File: config.mk
export PLATFORM = sky130hd
export DESIGN_NAME = softmax_top2_select_flat
export DESIGN_NICKNAME = d
export VERILOG_FILES = /design/src/rtl/softmax_top2_select_if.sv /design/src/rtl/softmax_top2_select.sv /design/src/flat_wrapper.sv
export SDC_FILE = /design/constraint.sdc
export NUM_CORES = 1
export LEC_CHECK = 0
export CORE_AREA = 2 2 139 141
export DETAILED_ROUTE_END_ITERATION = 7
export DIE_AREA = 0 0 141 143
export PLACE_DENSITY = 0.6
export SETUP_SLACK_MARGIN = 0.4
export SYNTH_ARGS = -nofsm -noshare
export SYNTH_HDL_FRONTEND = slang
export SYNTH_SLANG_ARGS = --single-unit
export TNS_END_PERCENT = 30
File: constraint.sdc
create_clock -name Clock -period 6.2 [get_ports Clock]
set_input_delay 1.24 -clock Clock [delete_from_list [all_inputs] [get_ports Clock]]
set_output_delay 1.24 -clock Clock [all_outputs]
set_load 0.05 [all_outputs]
File: src/rtl/softmax_top2_select_if.sv
// Stream-in / result-out bundle for the top-2 selector.
// master drives the element stream and ResultReady; slave is the selector.
interface softmax_top2_select_if #(
  parameter int unsigned BITWIDTH = 32,
  parameter int unsigned INPUTMAX = 2
);
  logic                Start;
  logic [INPUTMAX:0]   N;
  logic [BITWIDTH-1:0] Datain;
  logic                DatainValid;
  logic                Busy;
  logic                ResultValid;
  logic                ResultReady;
  logic [INPUTMAX-1:0] Top1Idx;
  logic [BITWIDTH-1:0] Top1Val;
  logic [INPUTMAX-1:0] Top2Idx;
  logic [BITWIDTH-1:0] Top2Val;
  logic                Top2Vld;
  logic                NanFlag;
  logic                ErrFlag;

  modport master (
    output Start, N, Datain, DatainValid, ResultReady,
    input  Busy, ResultValid, Top1Idx, Top1Val, Top2Idx, Top2Val, Top2Vld, NanFlag, ErrFlag
  );

  modport slave (
    input  Start, N, Datain, DatainValid, ResultReady,
    output Busy, ResultValid, Top1Idx, Top1Val, Top2Idx, Top2Val, Top2Vld, NanFlag, ErrFlag
  );
endinterface

File: src/rtl/softmax_top2_select.sv
// Tracks the two largest IEEE-754 single values (and their indices) over one
// serial vector from the softmax stage and offers them via valid/ready.
module softmax_top2_select #(
  parameter int unsigned BITWIDTH = 32,
  parameter int unsigned INPUTMAX = 2
) (
  input  logic                         Clock,
  input  logic                         Resetn,
  softmax_top2_select_if.slave         bus
);

  typedef enum logic [1:0] {StIdle, StCollect, StHold} state_e;

  localparam logic [BITWIDTH-1:0] SignMask = {1'b1, {(BITWIDTH-1){1'b0}}};
  localparam logic [INPUTMAX:0]   Cap      = {1'b1, {INPUTMAX{1'b0}}};
  localparam logic [INPUTMAX:0]   One      = {{INPUTMAX{1'b0}}, 1'b1};

  // Unsigned-comparable key giving total numeric order; -0 folds onto +0.
  function automatic logic [BITWIDTH-1:0] order_key(input logic [BITWIDTH-1:0] x);
    logic [BITWIDTH-1:0] v;
    v = (x == SignMask) ? '0 : x;
    return v[BITWIDTH-1] ? ~v : (v | SignMask);
  endfunction

  state_e              state_q, state_d;
  logic [INPUTMAX:0]   n_q, n_d, count_q, count_d;
  logic [BITWIDTH-1:0] t1_val_q, t1_val_d, t2_val_q, t2_val_d;
  logic [INPUTMAX-1:0] t1_idx_q, t1_idx_d, t2_idx_q, t2_idx_d;
  logic                t1_vld_q, t1_vld_d, t2_vld_q, t2_vld_d;
  logic                nan_q, nan_d, err_q, err_d;
  logic [BITWIDTH-1:0] elem_key;
  logic                elem_nan, start_bad, last_elem;

  assign elem_key  = order_key(bus.Datain);
  assign elem_nan  = (bus.Datain[30:23] == 8'hFF) && (bus.Datain[22:0] != '0);
  assign start_bad = (bus.N == '0) || (bus.N > Cap);
  assign last_elem = (count_q == n_q - One);

  always_ff @(posedge Clock) begin
    if (!Resetn) begin
      state_q <= StIdle;
    end else begin
      state_q <= state_d;
    end
  end

  always_comb begin
    state_d = state_q;
    unique case (state_q)
      StIdle:    if (bus.Start) state_d = start_bad ? StHold : StCollect;
      StCollect: if (bus.DatainValid && last_elem) state_d = StHold;
      StHold:    if (bus.ResultReady) state_d = StIdle;
      default:   state_d = StIdle;
    endcase
  end

  always_comb begin
    bus.Busy        = (state_q != StIdle);
    bus.ResultValid = (state_q == StHold);
  end

  always_ff @(posedge Clock) begin
    if (!Resetn) begin
      n_q      <= '0;
      count_q  <= '0;
      t1_val_q <= '0;
      t1_idx_q <= '0;
      t1_vld_q <= 1'b0;
      t2_val_q <= '0;
      t2_idx_q <= '0;
      t2_vld_q <= 1'b0;
      nan_q    <= 1'b0;
      err_q    <= 1'b0;
    end else begin
      n_q      <= n_d;
      count_q  <= count_d;
      t1_val_q <= t1_val_d;
      t1_idx_q <= t1_idx_d;
      t1_vld_q <= t1_vld_d;
      t2_val_q <= t2_val_d;
      t2_idx_q <= t2_idx_d;
      t2_vld_q <= t2_vld_d;
      nan_q    <= nan_d;
      err_q    <= err_d;
    end
  end

  always_comb begin
    n_d      = n_q;
    count_d  = count_q;
    t1_val_d = t1_val_q;
    t1_idx_d = t1_idx_q;
    t1_vld_d = t1_vld_q;
    t2_val_d = t2_val_q;
    t2_idx_d = t2_idx_q;
    t2_vld_d = t2_vld_q;
    nan_d    = nan_q;
    err_d    = err_q;
    if (state_q == StIdle && bus.Start) begin
      n_d      = bus.N;
      count_d  = '0;
      t1_val_d = '0;
      t1_idx_d = '0;
      t1_vld_d = 1'b0;
      t2_val_d = '0;
      t2_idx_d = '0;
      t2_vld_d = 1'b0;
      nan_d    = 1'b0;
      err_d    = start_bad;
    end else if (state_q == StCollect && bus.DatainValid) begin
      count_d = count_q + One;
      // Strict > comparisons: on ties the earlier index keeps its slot.
      if (elem_nan) begin
        nan_d = 1'b1;
      end else if (!t1_vld_q) begin
        t1_val_d = bus.Datain;
        t1_idx_d = count_q[INPUTMAX-1:0];
        t1_vld_d = 1'b1;
      end else if (elem_key > order_key(t1_val_q)) begin
        t2_val_d = t1_val_q;
        t2_idx_d = t1_idx_q;
        t2_vld_d = 1'b1;
        t1_val_d = bus.Datain;
        t1_idx_d = count_q[INPUTMAX-1:0];
      end else if (!t2_vld_q || (elem_key > order_key(t2_val_q))) begin
        t2_val_d = bus.Datain;
        t2_idx_d = count_q[INPUTMAX-1:0];
        t2_vld_d = 1'b1;
      end
    end
  end

  assign bus.Top1Idx = t1_idx_q;
  assign bus.Top1Val = t1_val_q;
  assign bus.Top2Idx = t2_idx_q;
  assign bus.Top2Val = t2_val_q;
  assign bus.Top2Vld = t2_vld_q;
  assign bus.NanFlag = nan_q;
  assign bus.ErrFlag = err_q;

endmodule

File: src/flat_wrapper.sv
// flat-port wrapper written by rule: the top's interface ports become plain ports
module softmax_top2_select_flat 
#(
  parameter int unsigned BITWIDTH = 32,
  parameter int unsigned INPUTMAX = 2
)
  (Clock, Resetn, bus_Start, bus_N, bus_Datain, bus_DatainValid, bus_ResultReady, bus_Busy, bus_ResultValid, bus_Top1Idx, bus_Top1Val, bus_Top2Idx, bus_Top2Val, bus_Top2Vld, bus_NanFlag, bus_ErrFlag);
  softmax_top2_select_if #(.BITWIDTH(BITWIDTH), .INPUTMAX(INPUTMAX)) bus_i ();
  input  logic Clock;
  input  logic Resetn;
  input wire logic [$bits(bus_i.Start)-1:0] bus_Start;
  input wire logic [$bits(bus_i.N)-1:0] bus_N;
  input wire logic [$bits(bus_i.Datain)-1:0] bus_Datain;
  input wire logic [$bits(bus_i.DatainValid)-1:0] bus_DatainValid;
  input wire logic [$bits(bus_i.ResultReady)-1:0] bus_ResultReady;
  output wire logic [$bits(bus_i.Busy)-1:0] bus_Busy;
  output wire logic [$bits(bus_i.ResultValid)-1:0] bus_ResultValid;
  output wire logic [$bits(bus_i.Top1Idx)-1:0] bus_Top1Idx;
  output wire logic [$bits(bus_i.Top1Val)-1:0] bus_Top1Val;
  output wire logic [$bits(bus_i.Top2Idx)-1:0] bus_Top2Idx;
  output wire logic [$bits(bus_i.Top2Val)-1:0] bus_Top2Val;
  output wire logic [$bits(bus_i.Top2Vld)-1:0] bus_Top2Vld;
  output wire logic [$bits(bus_i.NanFlag)-1:0] bus_NanFlag;
  output wire logic [$bits(bus_i.ErrFlag)-1:0] bus_ErrFlag;
  assign bus_i.Start = bus_Start;
  assign bus_i.N = bus_N;
  assign bus_i.Datain = bus_Datain;
  assign bus_i.DatainValid = bus_DatainValid;
  assign bus_i.ResultReady = bus_ResultReady;
  assign bus_Busy = bus_i.Busy;
  assign bus_ResultValid = bus_i.ResultValid;
  assign bus_Top1Idx = bus_i.Top1Idx;
  assign bus_Top1Val = bus_i.Top1Val;
  assign bus_Top2Idx = bus_i.Top2Idx;
  assign bus_Top2Val = bus_i.Top2Val;
  assign bus_Top2Vld = bus_i.Top2Vld;
  assign bus_NanFlag = bus_i.NanFlag;
  assign bus_ErrFlag = bus_i.ErrFlag;
  softmax_top2_select #(.BITWIDTH(BITWIDTH), .INPUTMAX(INPUTMAX)) u_core (.Clock(Clock), .Resetn(Resetn), .bus(bus_i));
endmodule
* Yosys cells after proc, flatten, opt, wreduce, memory -nomap -nowiden
Index checks and enable logic that the tools add are counted.
Word-level totals: input port bits 40, flip-flop bits (word level) 80, word-level logic and storage cells 71, output and inout bits 73
Operators by class: $lt $le $gt $ge 3, equality and inequality tests 11, reduce and logical (&&, ||, !) cells 18, bitwise logic cells 5, add/sub/neg operators 2, muxes and demuxes 21
Operator list (count):
- 32-bit two-way mux | 10
- 32-bit == test, second input constant | 3
- 32-bit NOT | 3
- 32-bit > comparator | 2
- 23-bit nonzero test | 1
- 2-bit two-way mux | 8
- 8-bit == test, second input constant | 1
- 2-bit inequality test, second input constant | 3
- 2-bit case mux with 3 select lines | 1
- 3-bit AND reduction | 2
- 1-bit logical AND | 4
- 2-bit AND reduction | 2
- 4-bit AND reduction | 1
- 2-bit nonzero test | 2
- 3-bit by 1-bit adder with 3-bit output, second input constant | 1
- 3-bit == test | 1
- 3-bit > comparator, second input constant | 1
- 3-bit logical NOT | 1
- 3-bit by 1-bit subtractor with 3-bit output, second input constant | 1
- 2-bit by 1-bit == test with 1-bit output, second input constant | 1
- 2-bit == test, second input constant | 1
- 2-bit logical NOT | 1
- 1-bit logical OR | 2
- 1-bit two-way mux | 2
- 4 further kinds | 5

* Logic depth before layout (Yosys ltp)
word-level depth 8, mapped depth 19, mapped depth without buffers 14

* Worst setup path before layout
OpenSTA, ideal clock, no wires.
kind input port to flip-flop, from input port bus_Datain[17], to register u_core.t1_val_q[4] (netlist: u_core.bus.Top1Val[4]), arrival time 4665 ps, stages on the path 17, slack 1408 ps, path buffers 4, data required time 6072 ps, path through nor4_1 nand4_1 nor3_2 clkbuf_1 nor2_1 ha_1 nand3_1 or4_1 or3_1 a31oi_1 o22ai_1 buf_6 a21boi_2 buf_6 buf_12 mux2i_1 nor2_1
Between the ends: cells in the longest elaborated chain, start to end 7, elaborated cells on any way between the ends 10, those cells by class order compare: 1; eq/ne: 2; mux: 2; bitwise: 2; reduce/logical: 3
Ends and longest elaborated chain:
- from (decl) | line flat_wrapper.sv:13 | input wire logic [$bits(bus_i.Datain)-1:0] bus_Datain;
- 32-bit == test | line softmax_top2_select.sv:21 | v = (x == SignMask) ? '0 : x;
- 32-bit two-way mux | line softmax_top2_select.sv:21
- 32-bit NOT | line softmax_top2_select.sv:22 | return v[BITWIDTH-1] ? ~v : (v | SignMask);
- 32-bit two-way mux | line softmax_top2_select.sv:22
- 32-bit > comparator | line softmax_top2_select.sv:119 | end else if (elem_key > order_key(t1_val_q)) begin
- 2-bit inequality test (no source line)
- 3-bit AND reduction (no source line) *
- to (signal assigned) | line softmax_top2_select.sv:77 | t1_val_q <= t1_val_d;
- to (decl) | line softmax_top2_select.sv:27 | logic [BITWIDTH-1:0] t1_val_q, t1_val_d, t2_val_q, t2_val_d;
Mark *: on every way between the ends. The rest lies on a longest branch, timed or not. A chain may end at the register's enable or synchronous reset.

* Final worst setup path
from input port bus_Datain[11], to register u_core.t2_val_q[11] (netlist: u_core.bus.Top2Val[11])
Between the ends: cells in the longest elaborated chain, start to end 8, elaborated cells on any way between the ends 14, those cells by class order compare: 2; eq/ne: 1; mux: 4; bitwise: 2; reduce/logical: 5
Ends and longest elaborated chain:
- 32-bit == test | line softmax_top2_select.sv:21
- 32-bit two-way mux | line softmax_top2_select.sv:21
- 32-bit NOT | line softmax_top2_select.sv:22
- 32-bit two-way mux | line softmax_top2_select.sv:22
- 32-bit > comparator | line softmax_top2_select.sv:125 | end else if (!t2_vld_q || (elem_key > order_key(t2_val_q))) begin
- 1-bit logical OR | line softmax_top2_select.sv:125
- 2-bit nonzero test (no source line)
- 4-bit AND reduction (no source line)
- to (signal assigned) | line softmax_top2_select.sv:80 | t2_val_q <= t2_val_d;
- to (decl) | line softmax_top2_select.sv:27
Several ways; a longest one is shown, not always the timed one. The select of a mux whose other input is x is not followed.

==> results by group <==
Final layout
  – Share of cells above drive strength 1: 0.09294
  – Reg area: 0.001604 mm^2
  – # fillers: 1822
  – Area grow syn2layout: 26.29%
  – Multi-input gate area: 0.004562 mm^2
  – Final #Nets: 950
  – Fin util: 0.4370

Placed design
  – Pre-CTS WS: -0.004338 ns
  – PortBufs: 112
  – Dpl hpwl: 14340 um
  – Routability Congestion: 0.9447

Die
  – CORE AREA: 0.01858 mm^2
  – Row cnt: 50
  – Chip height: 143 um
  – Die area: 0.02016 mm^2
  – Initial Util: 0.3460
  – Die X: 141 um
  – I/O pin total: 113

Synth
  – Synth area leaders: dfxtp_1 25%, ha_1 13%, mux2i_1 11%
  – FF+latch count, synth: 80
  – Post-synth top area cell: dfxtp_1
  – Cell count after synthesis: 752
  – Register area share after synthesis: 0.2491
  – Post-synth top cells: 81 x nand2_1, 81 x nor2_1, 80 x dfxtp_1, 69 x mux2i_1, 65 x ha_1
  – Mapped Area: 0.006429 mm^2
  – Number of synthesized flops with an enable pin: 0
  – Syn Area/Cell: 8.549 um^2
  – Yosys cell types: 57
  – Ys async rst share: 0
  – Synth Net Count: 857
  – Yosys warning total: 0
  – Yosys top cell area share: 0.2491
  – Ys flop type: dfxtp_1

Flow run
  – Max cap viols: 0

Timing
  – Unrepaired setup endpoints after global routing: no
  – Post-route clock period utilization: 0.8851
  – Fmax: 182.2 MHz
  – Setup TNS: 0 ns
  – Clock Skew: 0.004259 ns
  – Final Slew Violations: 0
  – Fin crit period: 5.487 ns
  – Fin worst setup slack: 0.7125 ns
  – Rel. slew slack: 0.2317
  – Final Setup Violations: 0
  – Min Hold Slack: 0.4766 ns
  – Tightest Pin Transition: 1.152 ns
  – Final Hold Fails: 0

Global route
  – Global-route wire length before repair: 31600 um
  – Vias in the first global route: 5665
  – Global route overflow: 0
  – Largest net degree at the start of global routing: 41
  – Initial antenna violation count: 1
  – GRT Util Overall: 0.1991

CTS
  – Hold_buf cts: 0
  – Max clock buf depth: 2
  – TritonCTS Buffers: 9
  – CTS tree: yes
  – Clk pin slew, worst setup/hold paths: 0.06 ns
  – Root Buffer Master: clkbuf_16
  – # clock sinks: 80
  – Post-CTS Setup Repair Bufs: 0
  – H-tree levels: 3
  – Clk Latency, worst-skew pair: 0.35 ns

Worst setup path
  – FF-to-FF setup slack: 1.51 ns
  – Crit path required time: 6.43 ns
  – Critical path type: primary input to flop
  – CP max FO: 17
  – CP Launch Type: primary input
  – Critical Path AT: 5.72 ns
  – Crit end category: flop

Route
  – Via count: 5852
  – Routed Antenna Nets: 0
  – Total wire length: 19710 um
  – Initial DRC Count: 375
  – Drt pass-1 iters: 5
  – Vias per cell: 5.394
  – Wirelength per Cell: 18.16 um
  – Drt drc: 0

Min path
  – Worst min-delay path category: flop to flop

Pwr
  – Leakage Power: 0.003471 uW
  – Power density over the cells: 192.9 mW/mm^2
  – Final Power: 1566 uW
  – Peak VDD IR: 0.1444 mV

Outcome
  – Status: finished, final reports clean
## cells by family after synthesis
logic type / count (synthesis) / share of synthesized area
fa+ha+maj: 65 / 0.1265
mux: 70 / 0.1092
flops: 80 / 0.2491
xor+xnor: 100 / 0.1362
buf+inv: 56 / 0.05099
compound gates: 132 / 0.1497
simple gates: 249 / 0.1783
## layout make-up
class                      instances  area share
antenna                            1   0.0003082
clock buffer                      13     0.03082
clock inverter                     3    0.008014
inverter                           6    0.002774
multi-input combinational        616      0.5619
sequential                        80      0.1976
tap                              234     0.03606
timing repair buffer             132      0.1626
## through the flow
step / instances / instance area (um^2)
after global placement: 1068 / 7776
after CTS: 1084 / 8098
after detailed placement: 1068 / 7776
after global routing: 1084 / 8117
final: 1085 / 8119
after floorplan: 752 / 6429
## sequential cells by signal, indices dropped and copies added (netlist names)
name and flops:
u_core.bus.Top1Idx 2, u_core.bus.Top2Val 32, u_core.bus.ErrFlag 1, u_core.n_q 3
u_core.bus.NanFlag 1, u_core.count_q 3, u_core.t1_vld_q 1, u_core.bus.Top2Idx 2
u_core.bus.Top2Vld 1, u_core.state_q 2, u_core.bus.Top1Val 32
## timing repair
action                     4_1_cts  5_1_grt
resized for setup                1        3
pin swaps                        0        1
setup endpoints to repair       17       68
hold endpoints to repair         0        0
## per-layer routing
layer  up-vias  GRT usage  wire (um)
li1       2885          -          -
met1      2813     0.2693       9389
met2       136     0.3245       9172
met3        18    0.03253        790
met4         0    0.06474        357
met5         -          0          0
## critical path, cell delays in order
cell             delay [ns]
clkdlybuf4s50_1        0.53
nor4_2                 0.43
nand4_1                0.23
nor3_4                 0.31
buf_4                  0.29
nor2b_1                0.12
inv_2                  0.08
ha_1                   0.14
nand3_1                0.09
or4_1                  0.49
or3_1                  0.45
a31oi_1                0.29
o22ai_4                0.16
a21oi_4                0.19
or2_2                  0.34
buf_12                 0.21
a21oi_1                0.08
## path summary, 6_finish.rpt
check | from | endpoint | depth (start not counted)
worst min-delay path | u_core.bus.NanFlag | u_core.bus.NanFlag | 2
worst max-delay path | bus_Datain[11] | u_core.bus.Top2Val[11] | 17
worst min register to register | u_core.bus.NanFlag | u_core.bus.NanFlag | 2
worst max register to register | u_core.bus.Top2Val[31] | u_core.bus.Top2Val[11] | 15
## cell usage in the layout, fill, tap and decap left out, types with 25 or more instances in the layout
| cell | instances |
|---|---|
| a21oi_2 | 30 |
| clkdlybuf4s50_1 | 111 |
| xor2_1 | 64 |
| o31ai_1 | 33 |
| nor2_1 | 81 |
| xnor2_1 | 36 |
| dfxtp_1 | 78 |
| a21oi_1 | 25 |
| ha_1 | 65 |
| nand2_1 | 81 |
| mux2i_1 | 69 |
## power breakdown
group	switching, uW	internal [uW]	total [uW]
Sequential	17.1	526	543
Clock	224	364	588
Combinational	251	185	435
Total	492	1070	1570
No activity file was read; power rests on OpenSTA's default activity.
